==> src/rtl/imem_loader.sv <==
// Byte-stream program loader: length header, little-endian word packing, IMEM writes.
// Optional trailer checksum is enabled with `define IMEM_LOADER_CHECKSUM_EN.
module imem_loader #(
  parameter int DEPTH = 256,
  parameter int AW    = $clog2(DEPTH)
) (
  input  logic        clk,
  input  logic        rst_n,
  input  logic        start,
  input  logic        in_valid,
  input  logic [7:0]  in_data,
  output logic        in_ready,
  output logic        we,
  output logic [31:0] waddr,
  output logic [31:0] wdata,
  output logic        cpu_rst_n,
  output logic        busy,
  output logic        done,
  output logic        err
);

  typedef enum logic [2:0] {
    IDLE,
    LEN_LO,
    LEN_HI,
    DATA,
`ifdef IMEM_LOADER_CHECKSUM_EN
    CHK,
`endif
    DONE,
    ERR
  } state_t;

  localparam logic [15:0] DEPTH16 = 16'(DEPTH);

  state_t      state, state_next;
  logic [15:0] len_q;
  logic [1:0]  byte_cnt;
  logic [AW:0] word_idx;
  logic [AW:0] waddr_q;
  logic [23:0] pack_q;
  logic        accept;
  logic        last_word;
  logic [15:0] hdr_len;
  logic        in_ready_d, busy_d, done_d, err_d, cpu_rst_n_d;
`ifdef IMEM_LOADER_CHECKSUM_EN
  logic [7:0]  csum_q;
`endif

  assign accept    = in_valid && in_ready;
  assign hdr_len   = {in_data, len_q[7:0]};
  assign last_word = (16'(word_idx) == (len_q - 16'd1));
  assign waddr     = {{(32 - AW - 3){1'b0}}, waddr_q, 2'b00};

  always_comb begin
    state_next = state;
    case (state)
      IDLE, DONE, ERR: if (start) state_next = LEN_LO;
      LEN_LO:          if (accept) state_next = LEN_HI;
      LEN_HI: begin
        if (accept) begin
          if (hdr_len == 16'd0)        state_next = DONE;
          else if (hdr_len > DEPTH16)  state_next = ERR;
          else                         state_next = DATA;
        end
      end
      DATA: begin
        if (accept && byte_cnt == 2'd3 && last_word) begin
`ifdef IMEM_LOADER_CHECKSUM_EN
          state_next = CHK;
`else
          state_next = DONE;
`endif
        end
      end
`ifdef IMEM_LOADER_CHECKSUM_EN
      CHK: if (accept) state_next = (in_data == csum_q) ? DONE : ERR;
`endif
      default: state_next = IDLE;
    endcase
  end

  // Status outputs are decoded from the next state so the registered copies line up with state.
  always_comb begin
    in_ready_d  = 1'b0;
    busy_d      = 1'b0;
    done_d      = 1'b0;
    err_d       = 1'b0;
    cpu_rst_n_d = 1'b0;
    case (state_next)
      LEN_LO, LEN_HI, DATA: begin
        in_ready_d = 1'b1;
        busy_d     = 1'b1;
      end
`ifdef IMEM_LOADER_CHECKSUM_EN
      CHK: begin
        in_ready_d = 1'b1;
        busy_d     = 1'b1;
      end
`endif
      DONE: begin
        done_d      = 1'b1;
        cpu_rst_n_d = 1'b1;
      end
      ERR:  err_d = 1'b1;
      default: cpu_rst_n_d = 1'b1;
    endcase
  end

  always_ff @(posedge clk or negedge rst_n) begin
    if (!rst_n) begin
      state     <= IDLE;
      in_ready  <= 1'b0;
      busy      <= 1'b0;
      done      <= 1'b0;
      err       <= 1'b0;
      cpu_rst_n <= 1'b0;
    end else begin
      state     <= state_next;
      in_ready  <= in_ready_d;
      busy      <= busy_d;
      done      <= done_d;
      err       <= err_d;
      cpu_rst_n <= cpu_rst_n_d;
    end
  end

  // Bytes 0..2 of a word shift into pack_q; the 4th byte completes the word straight into wdata.
  always_ff @(posedge clk or negedge rst_n) begin
    if (!rst_n) begin
      len_q    <= '0;
      byte_cnt <= '0;
      word_idx <= '0;
      waddr_q  <= '0;
      pack_q   <= '0;
      we       <= 1'b0;
      wdata    <= '0;
`ifdef IMEM_LOADER_CHECKSUM_EN
      csum_q   <= '0;
`endif
    end else begin
      we <= 1'b0;
      if (start && (state == IDLE || state == DONE || state == ERR)) begin
        len_q    <= '0;
        byte_cnt <= '0;
        word_idx <= '0;
`ifdef IMEM_LOADER_CHECKSUM_EN
        csum_q   <= '0;
`endif
      end else if (accept) begin
        case (state)
          LEN_LO: len_q[7:0]  <= in_data;
          LEN_HI: len_q[15:8] <= in_data;
          DATA: begin
            byte_cnt <= byte_cnt + 2'd1;
            pack_q   <= {in_data, pack_q[23:8]};
`ifdef IMEM_LOADER_CHECKSUM_EN
            csum_q   <= csum_q ^ in_data;
`endif
            if (byte_cnt == 2'd3) begin
              we       <= 1'b1;
              waddr_q  <= word_idx;
              wdata    <= {in_data, pack_q};
              word_idx <= word_idx + 1'b1;
            end
          end
          default: ;
        endcase
      end
    end
  end

endmodule

==> config.mk <==
export PLATFORM = sky130hd
export DESIGN_NAME = imem_loader
export DESIGN_NICKNAME = d
export VERILOG_FILES = /design/src/rtl/imem_loader.sv
export SDC_FILE = /design/constraint.sdc
export NUM_CORES = 1
export LEC_CHECK = 0
export BUFFER_PORTS_ARGS = -buffer_cell sky130_fd_sc_hd__buf_2
export CAP_MARGIN = 20
export CORE_ASPECT_RATIO = 1.4
export CORE_UTILIZATION = 55
export CTS_CLUSTER_SIZE = 12
export DETAILED_ROUTE_END_ITERATION = 10
export GPL_TIMING_DRIVEN = 1
export PLACE_DENSITY = 0.79
export SLEW_MARGIN = 20
export SYNTH_ARGS = -nofsm -noshare
export SYNTH_HDL_FRONTEND = slang
export SYNTH_SLANG_ARGS = --single-unit
export TNS_END_PERCENT = 50
==> constraint.sdc <==
create_clock -name clk -period 3.6 [get_ports clk]
set_input_delay 0.72 -clock clk [delete_from_list [all_inputs] [get_ports clk]]
set_output_delay 0.72 -clock clk [all_outputs]
set_load 0.05 [all_outputs]
==> summary.txt <==
Critical path
  • Cells traversed along the worst timing path: inv_1, ha_1, o21ba_2, a221oi_1, a41oi_1, or4b_4, or3_1, o211a_1
  • Delay contributed by the slowest stage of the critical path: 570 ps
  • Cell type of the slowest stage on the worst timing path: sky130_fd_sc_hd__or4b_4
  • WP data required: 3830 ps
  • Kind of critical path: flop to flop
  • Maximum fanout along the worst path: 12
  • CP Capture Type: flop
  • Arrival time at the worst endpoint: 3060 ps
  • Sort of element at the start of the critical path: flop

Synthesis
  • Fraction of the yosys area taken by sequential cells: 54.2%
  • Synthesized instance count: 379
  • Cell area after synthesis: 4610 um2
  • Adder and majority cell fraction of the synthesized area: 0.813%
  • Area fraction in and, or, nand and nor cells after synthesis: 10.3%
  • Share of cell area taken by muxes after synthesis: 20.0%
  • Unique masters post-synth: 50
  • Number of synthesis warnings: 0
  • Area fraction in compound gates after synthesis: 4.85%
  • Count of flip-flops with a built-in enable after synthesis: 0
  • Per-instance average area after synthesis: 12.2 um2
  • Combinational family with the most area after synthesis: multiplexers
  • Ys flop type: sky130_fd_sc_hd__dfrtp_1
  • Xor and xnor area share after synthesis: 3.61%
  • FF+latch count, synth: 100
  • Share of synthesized flip-flops with an asynchronous set or reset: 100%

Pwr
  • Maximum VDD drop: 466 uV
  • Power density of the placed cells: 764 nW/um2
  • Leak Pwr: 2.66 nW

Timing
  • Skew final: 10.7 ps
  • Share of the clock period used by the worst path after layout: 78.5%
  • Final TNS setup: 0 ps
  • Number of failing hold endpoints at the final stage: 0
  • Transition time of the tightest slew-check pin: 550 ps
  • Worst max-slew margin expressed relative to the limit: 63.3%
  • Final period demand of the worst path: 2820 ps
  • Highest clock frequency the design can meet: 0.354 GHz
  • Unrepaired setup endpoints after global routing: no
  • Count of final max-slew check failures: 0
  • Number of setup violations in the final report: 0

Clock network
  • Number of clock buffers inserted by TritonCTS: 9
  • Clock input transition at the sequential cells of the worst setup and hold paths: 70 ps
  • Cell at the root of the clock tree: sky130_fd_sc_hd__clkbuf_16
  • Cts hold-fix bufs: 0
  • Setup bufs post-CTS: 0
  • Post-cts gate resize count: 0
  • Count of H-tree levels built during CTS: 3
  • CTS tree: done
  • Clock tree buffer depth: 2
  • Number of sinks on the clock net: 100
  • Clock latency at the later pin of the worst-skew pair: 340 ps

Placement
  • DP Wirelength: 6210 um
  • Number of port buffers: 58
  • Cell Area, Placed: 4930 um2
  • Placed insts: 526
  • Final weighted congestion in routability-driven placement: 0.914

Final layout
  • Non-filler cells in the finished layout: 541
  • Final Util: 64.1%
  • Share of post-route cells with drive strength above 1: 35.8%
  • Number of diodes added for antenna fixing: 0
  • P&R area growth vs syn: 13.3%
  • Net count reported at finish: 450
  • Final std cell area, no fill: 5230 um2

Drt
  • DRC violations left: 0
  • Starting DRT DRC Count: 112
  • Per-cell routed wire length: 16.4 um
  • Length of the first detailed-routing pass in iterations: 4
  • Aggregate routed wire length: 8870 um
  • Via Count: 3,008
  • Final ANT Viol Nets: 0
  • Via density per instance: 5.56

Global routing
  • GRT Util Overall: 21.9%
  • Vias in the first global route: 2,933
  • Initial antenna violation count: 0
  • Total gr overflow: 0
  • Pin count of the biggest net entering global routing: 40
  • Global-route wire length before repair: 14,300 um

Floorplanning
  • Floorplan row count: 39
  • Die Area: 8760 um2
  • Count of boundary I/O pins: 82
  • Starting density of the core: 56.6%
  • Placeable core region: 8150 um2
  • Y dimension of the die: 110 um
  • Die extent in x: 79.4 um

Outcome
  • Run status: finished clean

Run
  • Max-cap violations: 0

Min path
  • Class of the tightest hold or removal check: input pin to async pin
logic make-up (layout without fill, tap and decap cells):
family	count (synthesis)	count (layout)
flops	100	100
simple gates	91	91
mux	84	84
buf+inv	50	88
compound gates	31	31
xor+xnor	19	19
fa+ha+maj	3	3
other cells	1	23
worst max-delay path, delay by kind of cell (launching register included):
family / cells / cell delay, ps
compound gates: 4 / 850
buf+inv: 1 / 100
simple gates: 2 / 980
fa+ha+maj: 1 / 370
flops: 1 / 410
cell usage after synthesis (all sizes together) (2+ instances only):
library cell  number  share of area, %
mux2              66                16
nand2             11              0.89
a31oi              4              0.54
clkbuf            13               1.1
nor2              38               3.1
nand3              5              0.54
or2                2              0.27
a211oi             2              0.33
ha                 3              0.81
inv                8              0.65
o21ai              8              0.87
o22ai              2              0.27
nor4b              3              0.70
nor3               6              0.65
mux2i             18               3.9
xor2              10               1.9
nor3b              2              0.33
dfrtp            100                54
o32ai              2              0.38
nand4              4              0.54
xnor2              9               1.7
nand2b             4              0.54
nand3b             2              0.33
or3                4              0.54
nor4               4              0.68
o31a               2              0.43
buf               29               4.4
or4                3              0.60
flip-flops by register name, summed over array words and instances (netlist names):
name       cells
wdata         32
pack_q        24
len_q         16
waddr_q        9
word_idx       9
state          3
byte_cnt       2
busy           1
cpu_rst_n      1
done           1
err            1
we             1
routing by layer:
layer / wire, um / global-route usage, %
met5: 0 / 0
met4: 208 / 11.7
met3: 331 / 3.62
met2: 4550 / 36.0
met1: 3780 / 27.6
path summary, 6_finish.rpt:
kind	cells past startpoint	start	slack, ps	endpoint
min reg2reg	1	waddr_q[2]	500	waddr_q[2]
min in group clk	1	waddr_q[2]	500	waddr_q[2]
max	8	len_q[0]	780	busy
min	1	rst_n	340	cpu_rst_n
max reg2reg	8	len_q[0]	780	busy
max in group asynchronous	2	rst_n	2470	wdata[8]
final cells by class:
class | instances | area (um2)
sequential | 100 | 2500
clock buffer | 12 | 256
tap | 102 | 128
fill | 603 | 2920
clock inverter | 3 | 43.8
inverter | 8 | 30.0
multi-input combinational | 251 | 1920
timing repair buffer | 65 | 345
report_power, final:
part / leakage, nW / switching (mW) / total, mW / internal (mW)
registers: 1.34 / 0.254 / 1.65 / 1.40
logic: 1.18 / 0.807 / 1.37 / 0.565
clock network: 0.149 / 0.398 / 0.973 / 0.574
placed cells by master, fill, tap and decap left out, types with 2 or more instances in the layout:
cell,netlist,final
sky130_fd_sc_hd__a211oi_1,2,2
sky130_fd_sc_hd__a31oi_1,4,4
sky130_fd_sc_hd__buf_2,2,57
sky130_fd_sc_hd__buf_4,24,8
sky130_fd_sc_hd__clkbuf_16,0,9
sky130_fd_sc_hd__clkbuf_8,0,2
sky130_fd_sc_hd__conb_1,1,23
sky130_fd_sc_hd__dfrtp_1,100,100
sky130_fd_sc_hd__ha_1,3,3
sky130_fd_sc_hd__inv_1,8,8
sky130_fd_sc_hd__mux2_2,66,66
sky130_fd_sc_hd__mux2i_1,18,18
sky130_fd_sc_hd__nand2_1,11,11
sky130_fd_sc_hd__nand2b_1,4,4
sky130_fd_sc_hd__nand3_1,5,5
sky130_fd_sc_hd__nand3b_1,2,2
sky130_fd_sc_hd__nand4_1,4,4
sky130_fd_sc_hd__nor2_1,38,37
sky130_fd_sc_hd__nor3_1,6,5
sky130_fd_sc_hd__nor3b_1,2,2
sky130_fd_sc_hd__nor4_1,3,3
sky130_fd_sc_hd__nor4b_1,2,2
sky130_fd_sc_hd__o21ai_0,7,7
sky130_fd_sc_hd__o22ai_1,2,2
sky130_fd_sc_hd__o31a_2,2,2
sky130_fd_sc_hd__o32ai_1,2,2
sky130_fd_sc_hd__or2_2,2,2
sky130_fd_sc_hd__or3_1,4,4
sky130_fd_sc_hd__xnor2_1,9,9
sky130_fd_sc_hd__xor2_1,10,10
metrics by stage:
| stage | setup WS, ps | hold WS, ps | power (mW) |
|---|---|---|---|
| 6_report | 776 | 338 | 3.99 |
| 5_1_grt | 636 | 371 | 4.22 |
| 4_1_cts | 810 | 347 | 4.02 |
| 3_5_place_dp | 778 | 490 | 3.03 |
| 3_3_place_gp | 804 | 485 | 2.96 |
| 2_1_floorplan | 1090 | 424 | 2.73 |
Power figures use the tool's default switching activity.
